==> config.mk <==
export PLATFORM = sky130hd
export DESIGN_NAME = renode_gpio_receiver
export DESIGN_NICKNAME = d
export VERILOG_FILES = /design/src/rtl/renode_pkg.sv /design/src/rtl/renode_msg_fifo.sv /design/src/rtl/renode_gpio_receiver.sv
export SDC_FILE = /design/constraint.sdc
export NUM_CORES = 1
export LEC_CHECK = 0
export ABC_AREA = 1
export BUFFER_PORTS_ARGS = -buffer_cell sky130_fd_sc_hd__buf_2
export CORE_MARGIN = 2
export CORE_UTILIZATION = 45
export DETAILED_ROUTE_END_ITERATION = 8
export PLACE_DENSITY = 0.79
export SLEW_MARGIN = 20
export SYNTH_ARGS = -nofsm -noshare
export SYNTH_HDL_FRONTEND = slang
export SYNTH_SLANG_ARGS = --single-unit
==> constraint.sdc <==
create_clock -name clk -period 4.9 [get_ports clk]
set_input_delay 0.49 -clock clk [delete_from_list [all_inputs] [get_ports clk]]
set_output_delay 0.49 -clock clk [all_outputs]
set_load 0.01 [all_outputs]
==> src/rtl/renode_pkg.sv <==
// Shared types for the Renode bridge message path.
// Adds the GPIO receiver FSM state and the packed message payload.
package renode_pkg;

  typedef enum logic [7:0] {
    invalid_action   = 8'd0,
    tick_clock       = 8'd1,
    write_request    = 8'd2,
    read_request     = 8'd3,
    reset_peripheral = 8'd4,
    interrupt        = 8'd5,
    ok_response      = 8'd6,
    error_response   = 8'd7
  } action_t;

  typedef logic [63:0] address_t;
  typedef logic [63:0] data_t;

  typedef enum logic [1:0] {
    IDLE    = 2'd0,
    APPLY   = 2'd1,
    RESPOND = 2'd2
  } gpio_state_e;

  typedef struct packed {
    action_t  action;
    address_t addr;
    data_t    data;
  } gpio_msg_t;

endpackage

==> src/rtl/renode_msg_fifo.sv <==
// Small synchronous FIFO for bridge messages.
// Pointers carry one extra wrap bit to tell full from empty.
module renode_msg_fifo #(
  parameter int unsigned Depth = 4,
  parameter type elem_t = logic
) (
  input  logic                           clk,
  input  logic                           rst,
  input  logic                           push,
  input  elem_t                          push_data,
  input  logic                           pop,
  output elem_t                          pop_data,
  output logic                           full,
  output logic                           empty,
  output logic [$clog2(Depth+1)-1:0]     level
);

  localparam int unsigned AW = $clog2(Depth);
  localparam int unsigned LW = $clog2(Depth + 1);

  elem_t          mem_q [Depth];
  logic [AW:0]    wr_ptr_q, wr_ptr_d;
  logic [AW:0]    rd_ptr_q, rd_ptr_d;

  assign full     = (wr_ptr_q[AW] != rd_ptr_q[AW]) && (wr_ptr_q[AW-1:0] == rd_ptr_q[AW-1:0]);
  assign empty    = (wr_ptr_q == rd_ptr_q);
  assign level    = LW'(wr_ptr_q - rd_ptr_q);
  assign pop_data = mem_q[rd_ptr_q[AW-1:0]];

  // Pointer advance, guarded against overflow and underflow
  always_comb begin
    wr_ptr_d = wr_ptr_q;
    rd_ptr_d = rd_ptr_q;
    if (push && !full) begin
      wr_ptr_d = wr_ptr_q + (AW+1)'(1);
    end
    if (pop && !empty) begin
      rd_ptr_d = rd_ptr_q + (AW+1)'(1);
    end
  end

  // Pointer registers
  always_ff @(posedge clk or posedge rst) begin
    if (rst) begin
      wr_ptr_q <= '0;
      rd_ptr_q <= '0;
    end else begin
      wr_ptr_q <= wr_ptr_d;
      rd_ptr_q <= rd_ptr_d;
    end
  end

  // Storage array, no reset needed since pointers gate visibility
  always_ff @(posedge clk) begin
    if (push && !full) begin
      mem_q[wr_ptr_q[AW-1:0]] <= push_data;
    end
  end

endmodule

==> src/rtl/renode_gpio_receiver.sv <==
// Renode-to-HDL GPIO receiver: queues interrupt messages and drives lines.
// Optional feature macro: RENODE_LINE_PULSE_EN (self-clearing pulse lines).
module renode_gpio_receiver
  import renode_pkg::*;
#(
  parameter int unsigned LinesCount  = 1,
  parameter int unsigned FifoDepth   = 4,
  parameter int unsigned PulseCycles = 1
) (
  input  logic                              clk,
  input  logic                              rst,
  input  logic                              msg_valid,
  output logic                              msg_ready,
  input  action_t                           msg_action,
  input  address_t                          msg_addr,
  input  data_t                             msg_data,
  output logic                              resp_valid,
  input  logic                              resp_ready,
  output logic                              resp_error,
  output address_t                          resp_addr,
  output logic [LinesCount-1:0]             lines,
  output logic [$clog2(FifoDepth+1)-1:0]    fifo_level
);

  localparam int unsigned DataW = $bits(data_t);

  gpio_msg_t             fifo_din, fifo_dout;
  gpio_msg_t             held_q, held_d;
  logic                  fifo_push, fifo_pop, fifo_full, fifo_empty;
  gpio_state_e           state_q, state_d;
  logic [LinesCount-1:0] lines_q, lines_d;
  logic                  resp_valid_q, resp_valid_d;
  logic                  resp_error_q, resp_error_d;
  address_t              resp_addr_q, resp_addr_d;
  logic                  msg_ok;

  assign msg_ready = !fifo_full && !rst;
  assign fifo_push = msg_valid && msg_ready;
  assign fifo_din  = '{action: msg_action, addr: msg_addr, data: msg_data};
  assign fifo_pop  = (state_q == IDLE) && !fifo_empty;

  // Full-width address compare so high address bits can never alias a line
  assign msg_ok = (held_q.action == interrupt) && (held_q.addr < address_t'(LinesCount));

  renode_msg_fifo #(
    .Depth  (FifoDepth),
    .elem_t (gpio_msg_t)
  ) u_fifo (
    .clk       (clk),
    .rst       (rst),
    .push      (fifo_push),
    .push_data (fifo_din),
    .pop       (fifo_pop),
    .pop_data  (fifo_dout),
    .full      (fifo_full),
    .empty     (fifo_empty),
    .level     (fifo_level)
  );

`ifdef RENODE_LINE_PULSE_EN
  localparam int unsigned CntW = $clog2(PulseCycles + 1);
  logic [CntW-1:0] cnt_q [LinesCount];
  logic [CntW-1:0] cnt_d [LinesCount];
  logic            unused_data;
  assign unused_data = ^held_q.data[DataW-1:2];
`else
  logic            unused_data;
  assign unused_data = ^{held_q.data[DataW-1:1], (PulseCycles == 0)};
`endif

  // Next-state, decode and response logic
  always_comb begin
    state_d      = state_q;
    held_d       = held_q;
    lines_d      = lines_q;
    resp_valid_d = resp_valid_q;
    resp_error_d = resp_error_q;
    resp_addr_d  = resp_addr_q;
`ifdef RENODE_LINE_PULSE_EN
    cnt_d = cnt_q;
    for (int unsigned i = 0; i < LinesCount; i++) begin
      if (cnt_q[i] != '0) begin
        cnt_d[i] = cnt_q[i] - CntW'(1);
        if (cnt_q[i] == CntW'(1)) begin
          lines_d[i] = 1'b0;
        end
      end
    end
`endif
    case (state_q)
      IDLE: begin
        if (!fifo_empty) begin
          held_d  = fifo_dout;
          state_d = APPLY;
        end
      end
      APPLY: begin
        for (int unsigned i = 0; i < LinesCount; i++) begin
          if (msg_ok && (held_q.addr == address_t'(i))) begin
            lines_d[i] = held_q.data[0];
`ifdef RENODE_LINE_PULSE_EN
            // A pulse (re)loads the counter; any other write cancels it
            cnt_d[i] = (held_q.data[1:0] == 2'b11) ? CntW'(PulseCycles) : '0;
`endif
          end
        end
        resp_error_d = !msg_ok;
        resp_addr_d  = held_q.addr;
        resp_valid_d = 1'b1;
        state_d      = RESPOND;
      end
      RESPOND: begin
        if (resp_ready) begin
          resp_valid_d = 1'b0;
          state_d      = IDLE;
        end
      end
      default: state_d = IDLE;
    endcase
  end

  // State and output registers; reset drops any in-flight message silently
  always_ff @(posedge clk or posedge rst) begin
    if (rst) begin
      state_q      <= IDLE;
      held_q       <= '0;
      lines_q      <= '0;
      resp_valid_q <= 1'b0;
      resp_error_q <= 1'b0;
      resp_addr_q  <= '0;
    end else begin
      state_q      <= state_d;
      held_q       <= held_d;
      lines_q      <= lines_d;
      resp_valid_q <= resp_valid_d;
      resp_error_q <= resp_error_d;
      resp_addr_q  <= resp_addr_d;
    end
  end

`ifdef RENODE_LINE_PULSE_EN
  // Per-line pulse countdown registers
  always_ff @(posedge clk or posedge rst) begin
    if (rst) begin
      for (int unsigned i = 0; i < LinesCount; i++) begin
        cnt_q[i] <= '0;
      end
    end else begin
      for (int unsigned i = 0; i < LinesCount; i++) begin
        cnt_q[i] <= cnt_d[i];
      end
    end
  end
`endif

  assign resp_valid = resp_valid_q;
  assign resp_error = resp_error_q;
  assign resp_addr  = resp_addr_q;
  assign lines      = lines_q;

endmodule
# Yosys cells after proc, flatten, opt, wreduce, memory -nomap -nowiden
# Memory sizes are Yosys's and may differ from the RTL's. A register that Yosys moved wholly into a read port is not among the register bits.
# Index checks and enable logic that the tools add are counted.
word_totals:
  word_cells: 47
  mem_count: 1
  latchBits: 0
  ramBits: 544
  regBits: 75
  mem_bits_ro: 0
  inputBits: 140
  output_inout_bits: 71
mem_list:
  columns: ["name", "depth", "width", "read_ports", "rd_ports_with_merged_regs", "write_ports", "line", "rtl"]
  rows:
  - ["u_fifo.mem_q", 4, 136, 1, 1, 1, "renode_msg_fifo.sv:21", "elem_t mem_q [Depth];"]
classes:
  addsub: 3
  n_bitwise: 1
  shift: 0
  n_mux: 7
  eq_ne: 8
  n_lt_le_gt_ge: 1
  n_div: 0
  n_reduce_logical: 19
  multipliers: 0
ops:
  columns: ["cell", "count"]
  rows:
  - ["64-bit logical NOT", 1]
  - ["64-bit by 1-bit less-than comparator with 1-bit output (second input constant)", 1]
  - ["8-bit by 3-bit == test with 1-bit output (second input constant)", 1]
  - ["1-bit logical AND", 8]
  - ["2-bit AND reduction", 4]
  - ["3-bit by 1-bit adder with 3-bit output (second input constant)", 2]
  - ["2-bit case mux with 3 select lines", 1]
  - ["1-bit logical NOT", 4]
  - ["2-bit two-way mux", 2]
  - ["2-bit != test (second input constant)", 2]
  - ["3-bit == test", 1]
  - ["1-bit two-way mux", 3]
  - ["3-bit subtractor", 1]
  - ["2-bit by 1-bit == test with 1-bit output (second input constant)", 1]
  - ["2-bit == test", 1]
  - ["2-bit == test (second input constant)", 1]
  - ["2-bit logical NOT", 1]
  - ["1-bit case mux with 2 select lines", 1]
  - ["2-bit nonzero test", 1]
  - ["1-bit != test", 1]
  - ["1-bit NOT", 1]

# Longest topological paths before layout
# Gate-level depths: netlist of the first run.
depth:
  depth_word: 8
  ltp_mapped: 11
  depth_no_buf: 8

# Modules after synthesis
# A second synthesis of the first run with hierarchy kept.
hier_totals:
  cells_unflattened: 2001
  area_unflattened_um2: 25992.4
modules_own_cells:
  columns: ["mod", "n_inst", "cells_per_inst", "seq_area_each_um2", "area_each_um2"]
  rows:
  - ["renode_msg_fifo", 1, 1380, 16485.8, 20467.1]
  - ["renode_gpio_receiver", 1, 621, 3553.4, 5525.3]

# Worst setup path after synthesis of the first run
# No wires, ideal clock.
synth_timing:
  path_kind: "input -> register"
  from: "input port rst"
  to: "memory u_fifo.mem_q[3][0] (netlist bit) (enable)"
  cell_stages: 3
  setup_time_ps: 507
  setup_slack_ps: -3049
  t_arrival_ps: 7442
  cell_sequence: "inv_1 nand3_2 nor2_1"
synth_via:
  elab_chain_cells: 6
synth_lines:
  columns: ["element", "line", "rtl"]
  rows:
  - ["start: declaration", "renode_gpio_receiver.sv:11", "input logic rst,"]
  - ["1-bit logical NOT (no line)", null, null]
  - ["1-bit logical AND", "renode_gpio_receiver.sv:37", "assign msg_ready = !fifo_full && !rst;"]
  - ["1-bit logical AND", "renode_gpio_receiver.sv:38", "assign fifo_push = msg_valid && msg_ready;"]
  - ["1-bit logical AND", "renode_msg_fifo.sv:55", "if (push && !full) begin"]
  - ["1-bit two-way mux", "renode_msg_fifo.sv:55", null]
  - ["1-bit two-way mux (not written as such)", "renode_msg_fifo.sv:56", "mem_q[wr_ptr_q[AW-1:0]] <= push_data;"]
  - ["end: declaration", "renode_msg_fifo.sv:21", null]
# Every way passes these cells.

# Final worst setup path of the first run
layout_timing:
  from: "register u_fifo.rd_ptr_q[0]"
  to: "output port fifo_level[2]"
layout_via:
  elab_chain_cells: 1
layout_lines:
  columns: ["element", "line", "rtl"]
  rows:
  - ["start: declaration", "renode_msg_fifo.sv:23", "logic [AW:0] rd_ptr_q, rd_ptr_d;"]
  - ["start signal: assignment", "renode_msg_fifo.sv:49", "rd_ptr_q <= rd_ptr_d;"]
  - ["3-bit subtractor", "renode_msg_fifo.sv:27", "assign level = LW'(wr_ptr_q - rd_ptr_q);"]
  - ["end: declaration", "renode_gpio_receiver.sv:22", "output logic [$clog2(FifoDepth+1)-1:0] fifo_level"]
# Every way passes these cells.

==> flow_summary_export.csv, run 1 <==
group,metric,value,unit
run_status,status,"complete, no violations",
synth,syn_avg_cell_area,12.4,µm²
timing,tightest_slew,1.04,ns
setup_path,end_kind,"output pin",
floorplanning,row_count,70,
synth,netlist_area,16700,µm²
setup_path,r2r_setup_slack,2.06,ns
global_routing,grt_pass1_wl,54700,µm
final_layout,drive_gt1_frac,0.159,
clocking,cts-buffers-inserted,43,
timing,fmax,0.351,GHz
global_routing,overflow,0,
synth,synth_most_common_cell,"edfxtp_1",
final_layout,fin_cells,1988,
setup_path,r2r_start,"u_fifo.rd_ptr_q[0]",
clocking,clk_pin_slew,0.06,ns
synth,synthFlopType,"edfxtp_1",
clocking,root_buffer,"clkbuf_16",
final_layout,register_area,12500,µm²
setup_path,crit_path_end,"fifo_level[2]",
floorplanning,die_x,197,µm
synth,async_flop_share,0.336,
global_routing,grt_pass1_vias,10300,
timing,finalCritPeriodShare,0.582,
detailed_routing,routed_wl,34800,µm
clocking,clock_path_buffers,3,
setup_path,cp-start-kind,"flop",
clocking,postCtsSetupRepairBufs,0,
setup_path,r2r.worst_path.cells,6,
synth,yosysWarningCount,0,
final_layout,area_growth,15.0,%
detailed_routing,ant_nets,0,
setup_path,crit_chain,"ha_1, fa_1, xor2_1, buf_2",
clocking,h-tree-depth,2,
place,hpwlAfterDp,19800,µm
clocking,cts_resized,0,
timing,skew,0.0224,ns
synth,ys_ff_latch,440,
worst_hold_path,min_path_type,"input pin to flop",
pwr,powerDensity,638,nW/µm²
detailed_routing,dr.pass1.iters,5,
flow_run,cap_violations,0,
final_layout,multiInputGateArea,3510,µm²
setup_path,worst-path-max-fanout,49,
synth,synth_common_cells,"edfxtp_1 (292), o21ai_0 (239), nor2_1 (197), nand2_1 (157), dfrtp_1 (148)",
floorplanning,start_util,0.456,
timing,hold_viol_final,0,
synth,synth_cells,1348,
timing,rsz0062_at_grt,"false",
detailed_routing,avgRoutedWirePerCell,17.5,µm
synth,seq_area_frac_synth,0.747,
setup_path,critPathSlowestCell,"dfrtp_4",
place,placed_cell_area,17800,µm²
floorplanning,die_h,197,µm
clocking,ctsHoldBuffers,0,
place,gp_congestion,0.740,
floorplanning,dieArea,38700,µm²
synth,synth-edff-count,292,
setup_path,timing.rr.end,"held_q[85]",
synth,yosys.area.top_type,"edfxtp_1",
detailed_routing,drt_iter0_drc,587,
detailed_routing,via_per_inst,5.21,
pwr,ir_worst_vdd,0.000403,V
pwr,power.leakage,7.44,nW
final_layout,fin_nets,1627,
setup_path,crit_type,"flop to output pin",
place,portBuffers,147,
clocking,tritoncts,"done",
setup_path,crit_start,"u_fifo.rd_ptr_q[0]",
synth,yosysTopAreaCellShare,0.525,
synth,synth_nets,1496,
timing,period_minus_slack,2.85,ns
timing,relSlewSlack,0.305,
place,placedCellCount,1902,
final_layout,design_area,19200,µm²
detailed_routing,drc,0,
floorplanning,core_area,36600,µm²
setup_path,worstPathRequired,4.41,ns
clocking,clkLatencyLatePin,0.55,ns
global_routing,antenna_found_initial,4,
timing,slew_violations,0,
final_layout,fillers,3020,
floorplanning,num_io_pins,211,
timing,report.final.setup_viol,0,
detailed_routing,num_vias,10400,
setup_path,max_stage_delay,0.70,ns
global_routing,grt_usage,0.184,
setup_path,arrival,2.36,ns
clocking,cts.sinks,440,
synth,synth_area_leaders,"edfxtp_1 (53%), dfrtp_1 (22%), o21ai_0 (7.2%)",
pwr,total_power,12.2,mW
synth,synth_cell_types,28,
global_routing,grt_max_degree,149,
==> layout make-up <==
type                            count  area share
Antenna cell                        8     0.00104
Clock buffer                       54      0.0604
Clock inverter                     24      0.0126
Inverter                           88      0.0177
Multi-Input combinational cell    743       0.183
Sequential cell                   440       0.650
Tap cell                          468      0.0305
Timing Repair Buffer              163      0.0452
==> layout by cell type (no fill, tap or decap), types with 2 or more instances in the layout <==
cell        instances
buf_4              15
inv_1              83
clkbuf_1            9
nand2_1           157
diode_2             8
dfrtp_1           146
clkinv_2            9
ha_1                7
nand4_1             2
nand3_1            10
nor2_4              4
xor2_1              5
a31oi_1             4
clkinvlp_4          4
o21ai_0           239
edfxtp_1          292
clkinv_1            8
clkbuf_16          45
nor2_1            193
buf_2             147
o21ai_1            43
o22ai_1            70
bufinv_16           5
inv_4               2
==> sequential cells by signal, summed over array words and instances, names as in the netlist <==
signal           flops
u_fifo.mem_q       292
u_fifo.rd_ptr_q      3
state_q              2
resp_addr           64
lines                1
resp_valid           1
u_fifo.wr_ptr_q      3
held_q              73
resp_error           1
==> through the flow <==
stage	hold slack, ns	setup TNS, ns	util	worst slack (ns)
2_1_floorplan	0.463	-19.55	-	-0.0930
3_3_place_gp	0.454	0	0.486	2.14
3_5_place_dp	0.468	0	0.486	2.10
4_1_cts	0.106	0	0.524	1.95
5_1_grt	0.124	0	0.524	1.82
6_report	0.146	0	0.525	2.05
==> critical path: cells and delay by family, from the launching register on <==
kind	cells	cell delay (ns)
DFF	1	0.70
xor gates and xnor gates	1	0.24
buffers and inverters	1	0.18
adders and majority gates	2	0.69
==> power by group <==
part	switching, mW	leakage (nW)	internal (mW)
combinational	2.57	2.27	1.16
sequential	0.377	4.48	4.87
clock	1.33	0.680	1.94
total	4.28	7.44	7.97
==> metal layers <==
layer,share of wire,up-vias,global-route usage
met5,0.00046,-,0
met1,0.42,5061,0.228
met4,0.026,2,0.0732
met2,0.50,262,0.317
met3,0.061,58,0.0394
li1,-,4975,-
==> how the worst min path moves through the flow <==
stage	depth (start not counted)	endpoint	startpoint	slack [ns]
2_1_floorplan	1	u_fifo.wr_ptr_q[2]	u_fifo.wr_ptr_q[2]	0.46
5_1_grt	1	u_fifo.mem_q[1][68]	msg_addr[4]	0.12
3_5_place_dp	2	resp_addr[38]	resp_addr[38]	0.47
6_report	1	u_fifo.mem_q[2][64]	msg_addr[0]	0.15
3_3_place_gp	2	lines	lines	0.45
4_1_cts	1	u_fifo.mem_q[3][64]	msg_addr[0]	0.11
==> kinds of logic after synthesis <==
group,Yosys count,share of synthesized area
AO/OA/AOI/OAI,359,0.114
XOR/XNOR,5,0.00262
adder cells (fa/ha/maj),8,0.00644
buffers and inverters,165,0.0447
flip-flops,440,0.747
AND/OR/NAND/NOR,371,0.0854
(Power assumes the default switching activity.)
==> inputs of run 2 (changes only) <==
--- a/config.mk
+++ b/config.mk
@@ -10,7 +10,7 @@
 export CORE_MARGIN = 2
 export CORE_UTILIZATION = 45
 export DETAILED_ROUTE_END_ITERATION = 8
-export PLACE_DENSITY = 0.79
+export PLACE_DENSITY = 0.77
 export SLEW_MARGIN = 20
 export SYNTH_ARGS = -nofsm -noshare
 export SYNTH_HDL_FRONTEND = slang
==> constraint.sdc (replaced) <==
create_clock -name clk -period 3 [get_ports clk]
set_input_delay 0.3 -clock clk [delete_from_list [all_inputs] [get_ports clk]]
set_output_delay 0.3 -clock clk [all_outputs]
set_load 0.01 [all_outputs]
==> flow_summary_export.csv, run 2 (synthesized netlist as in run 1, its figures left out) <==
group,metric,value,unit
run_status,status,"complete, no violations",
clocking,root_buffer,"clkbuf_16",
clocking,clk_pin_slew,0.06,ns
clocking,cts-buffers-inserted,45,
final_layout,drive_gt1_frac,0.157,
timing,tightest_slew,0.854,ns
timing,holdWs,0.0310,ns
timing,period_minus_slack,2.36,ns
pwr,ir_worst_vdd,0.000667,V
setup_path,worst-path-max-fanout,2,
detailed_routing,dr.pass1.iters,5,
global_routing,antenna_found_initial,2,
setup_path,arrival,2.06,ns
clocking,tritoncts,"done",
setup_path,crit_type,"flop to output pin",
timing,rsz0062_at_grt,"false",
setup_path,critPathSlowestCell,"dfrtp_4",
place,dp_worst_setup_slack,0.725,ns
final_layout,area_growth,20.5,%
final_layout,post-route-util,0.549,
flow_run,cap_violations,0,
timing,relSlewSlack,0.431,
global_routing,grt_pass1_wl,56600,µm
global_routing,grt_max_degree,149,
final_layout,mostFrequentLayoutCell,"edfxtp_1",
detailed_routing,avgRoutedWirePerCell,17.3,µm
pwr,power.leakage,7.84,nW
pwr,total_power,20.3,mW
clocking,postCtsSetupRepairBufs,0,
final_layout,fillers,2949,
setup_path,cp-start-kind,"flop",
clocking,clkLatencyLatePin,0.56,ns
place,hpwlAfterDp,20500,µm
detailed_routing,drc,0,
timing,finalCritPeriodShare,0.786,
clocking,h-tree-depth,2,
global_routing,grt_pass1_vias,10900,
global_routing,grt_usage,0.188,
detailed_routing,drt_iter0_drc,757,
pwr,powerDensity,1010,nW/µm²
place,gp_congestion,0.731,
timing,finalSetupTns,0,ns
timing,layout_setup_ws,0.643,ns
clocking,clock_path_buffers,3,
final_layout,fin_nets,1709,
setup_path,max_stage_delay,0.49,ns
floorplanning,row_count,70,
worst_hold_path,min_path_type,"input pin to async pin",
floorplanning,die_x,197,µm
detailed_routing,routed_wl,35700,µm
timing,hold_viol_final,0,
timing,skew,0.0127,ns
setup_path,crit_chain,"ha_1, fa_1, xor2_1, buf_2",
setup_path,worstPathRequired,2.70,ns
final_layout,final_cell_mix,"edfxtp_1 (292), o21ai_0 (239), nor2_1 (193)",
timing,report.final.setup_viol,0,
global_routing,overflow,0,
final_layout,multiInputGateArea,3510,µm²
detailed_routing,ant_nets,0,
place,portBuffers,147,
detailed_routing,num_vias,10700,
final_layout,largest_register_ffs,292,
floorplanning,core_area,36600,µm²
setup_path,end_kind,"output pin",
final_layout,register_area,12500,µm²
timing,slew_violations,0,
floorplanning,die_h,197,µm
timing,fmax,0.424,GHz
floorplanning,dieArea,38700,µm²
detailed_routing,via_per_inst,5.17,
clocking,cts.sinks,440,
floorplanning,num_io_pins,211,
floorplanning,start_util,0.456,
[run 2: cell count changes in the layout (fill, tap and decap cells not counted), moves of 2 or more]
cell / delta
clkbuf_1: +5
bufinv_16: -3
clkinv_1: -4
clkbuf_8: +3
diode_2: -7
buf_12: +8
dlygate4sd3_1: +74
buf_4: -2
clkbuf_16: +3
[run 2: critical path: cells and delay by family (launching register included)]
family	cells	cell delay (ns)
XOR/XNOR	1	0.23
adder cells (fa/ha/maj)	2	0.61
buffers and inverters	1	0.17
flip-flops	1	0.49
[run 2: final timing paths]
check | end | slack [ns] | cells after the start | from
max | fifo_level[2] | 0.64 | 4 | u_fifo.rd_ptr_q[0]
min | u_fifo.rd_ptr_q[0] | 0.03 | 3 | rst
max in group asynchronous | held_q[87] | 2.34 | 3 | rst
min in group clk | u_fifo.wr_ptr_q[0] | 0.23 | 3 | msg_valid
min reg2reg | resp_addr[27] | 0.47 | 2 | resp_addr[27]
max reg2reg | u_fifo.mem_q[3][92] | 0.74 | 6 | u_fifo.wr_ptr_q[0]
[run 2: stage by stage]
step / cell area (µm²) / instances
global route: 20100 / 2067
global placement: 17900 / 1908
detailed placement: 17900 / 1908
CTS: 20100 / 2066
floorplan: 16700 / 1348
finish: 20100 / 2067
[run 2: what timing repair did]
| item | CTS | global route |
|---|---|---|
| endpoints found under the hold margin | 293 | 0 |
| gates resized for setup | 0 | 0 |
| hold buffers | 74 | 0 |
| setup endpoints to repair | 0 | 0 |
[run 2: cell type report]
class                      count  share of cell area
sequential                   440               0.620
multi-input combinational    743               0.174
timing repair buffer         243              0.0872
clock buffer                  65              0.0644
tap                          468              0.0291
inverter                      88              0.0169
clock inverter                19             0.00759
antenna                        1            0.000124
[run 2: per-layer routing]
metal / routed length [µm] / track usage / vias to the layer above
li1: - / - / 5129
met1: 15100 / 0.232 / 5271
met2: 17800 / 0.329 / 238
met3: 2040 / 0.0467 / 48
met4: 694 / 0.0554 / 2
met5: 8 / 0 / -
[run 2: report_power, final]
part	switching [mW]	leakage (nW)	internal, mW
combinational	4.36	2.64	2.11
sequential	0.524	4.48	7.96
clock	2.21	0.708	3.18
total	7.10	7.84	13.2
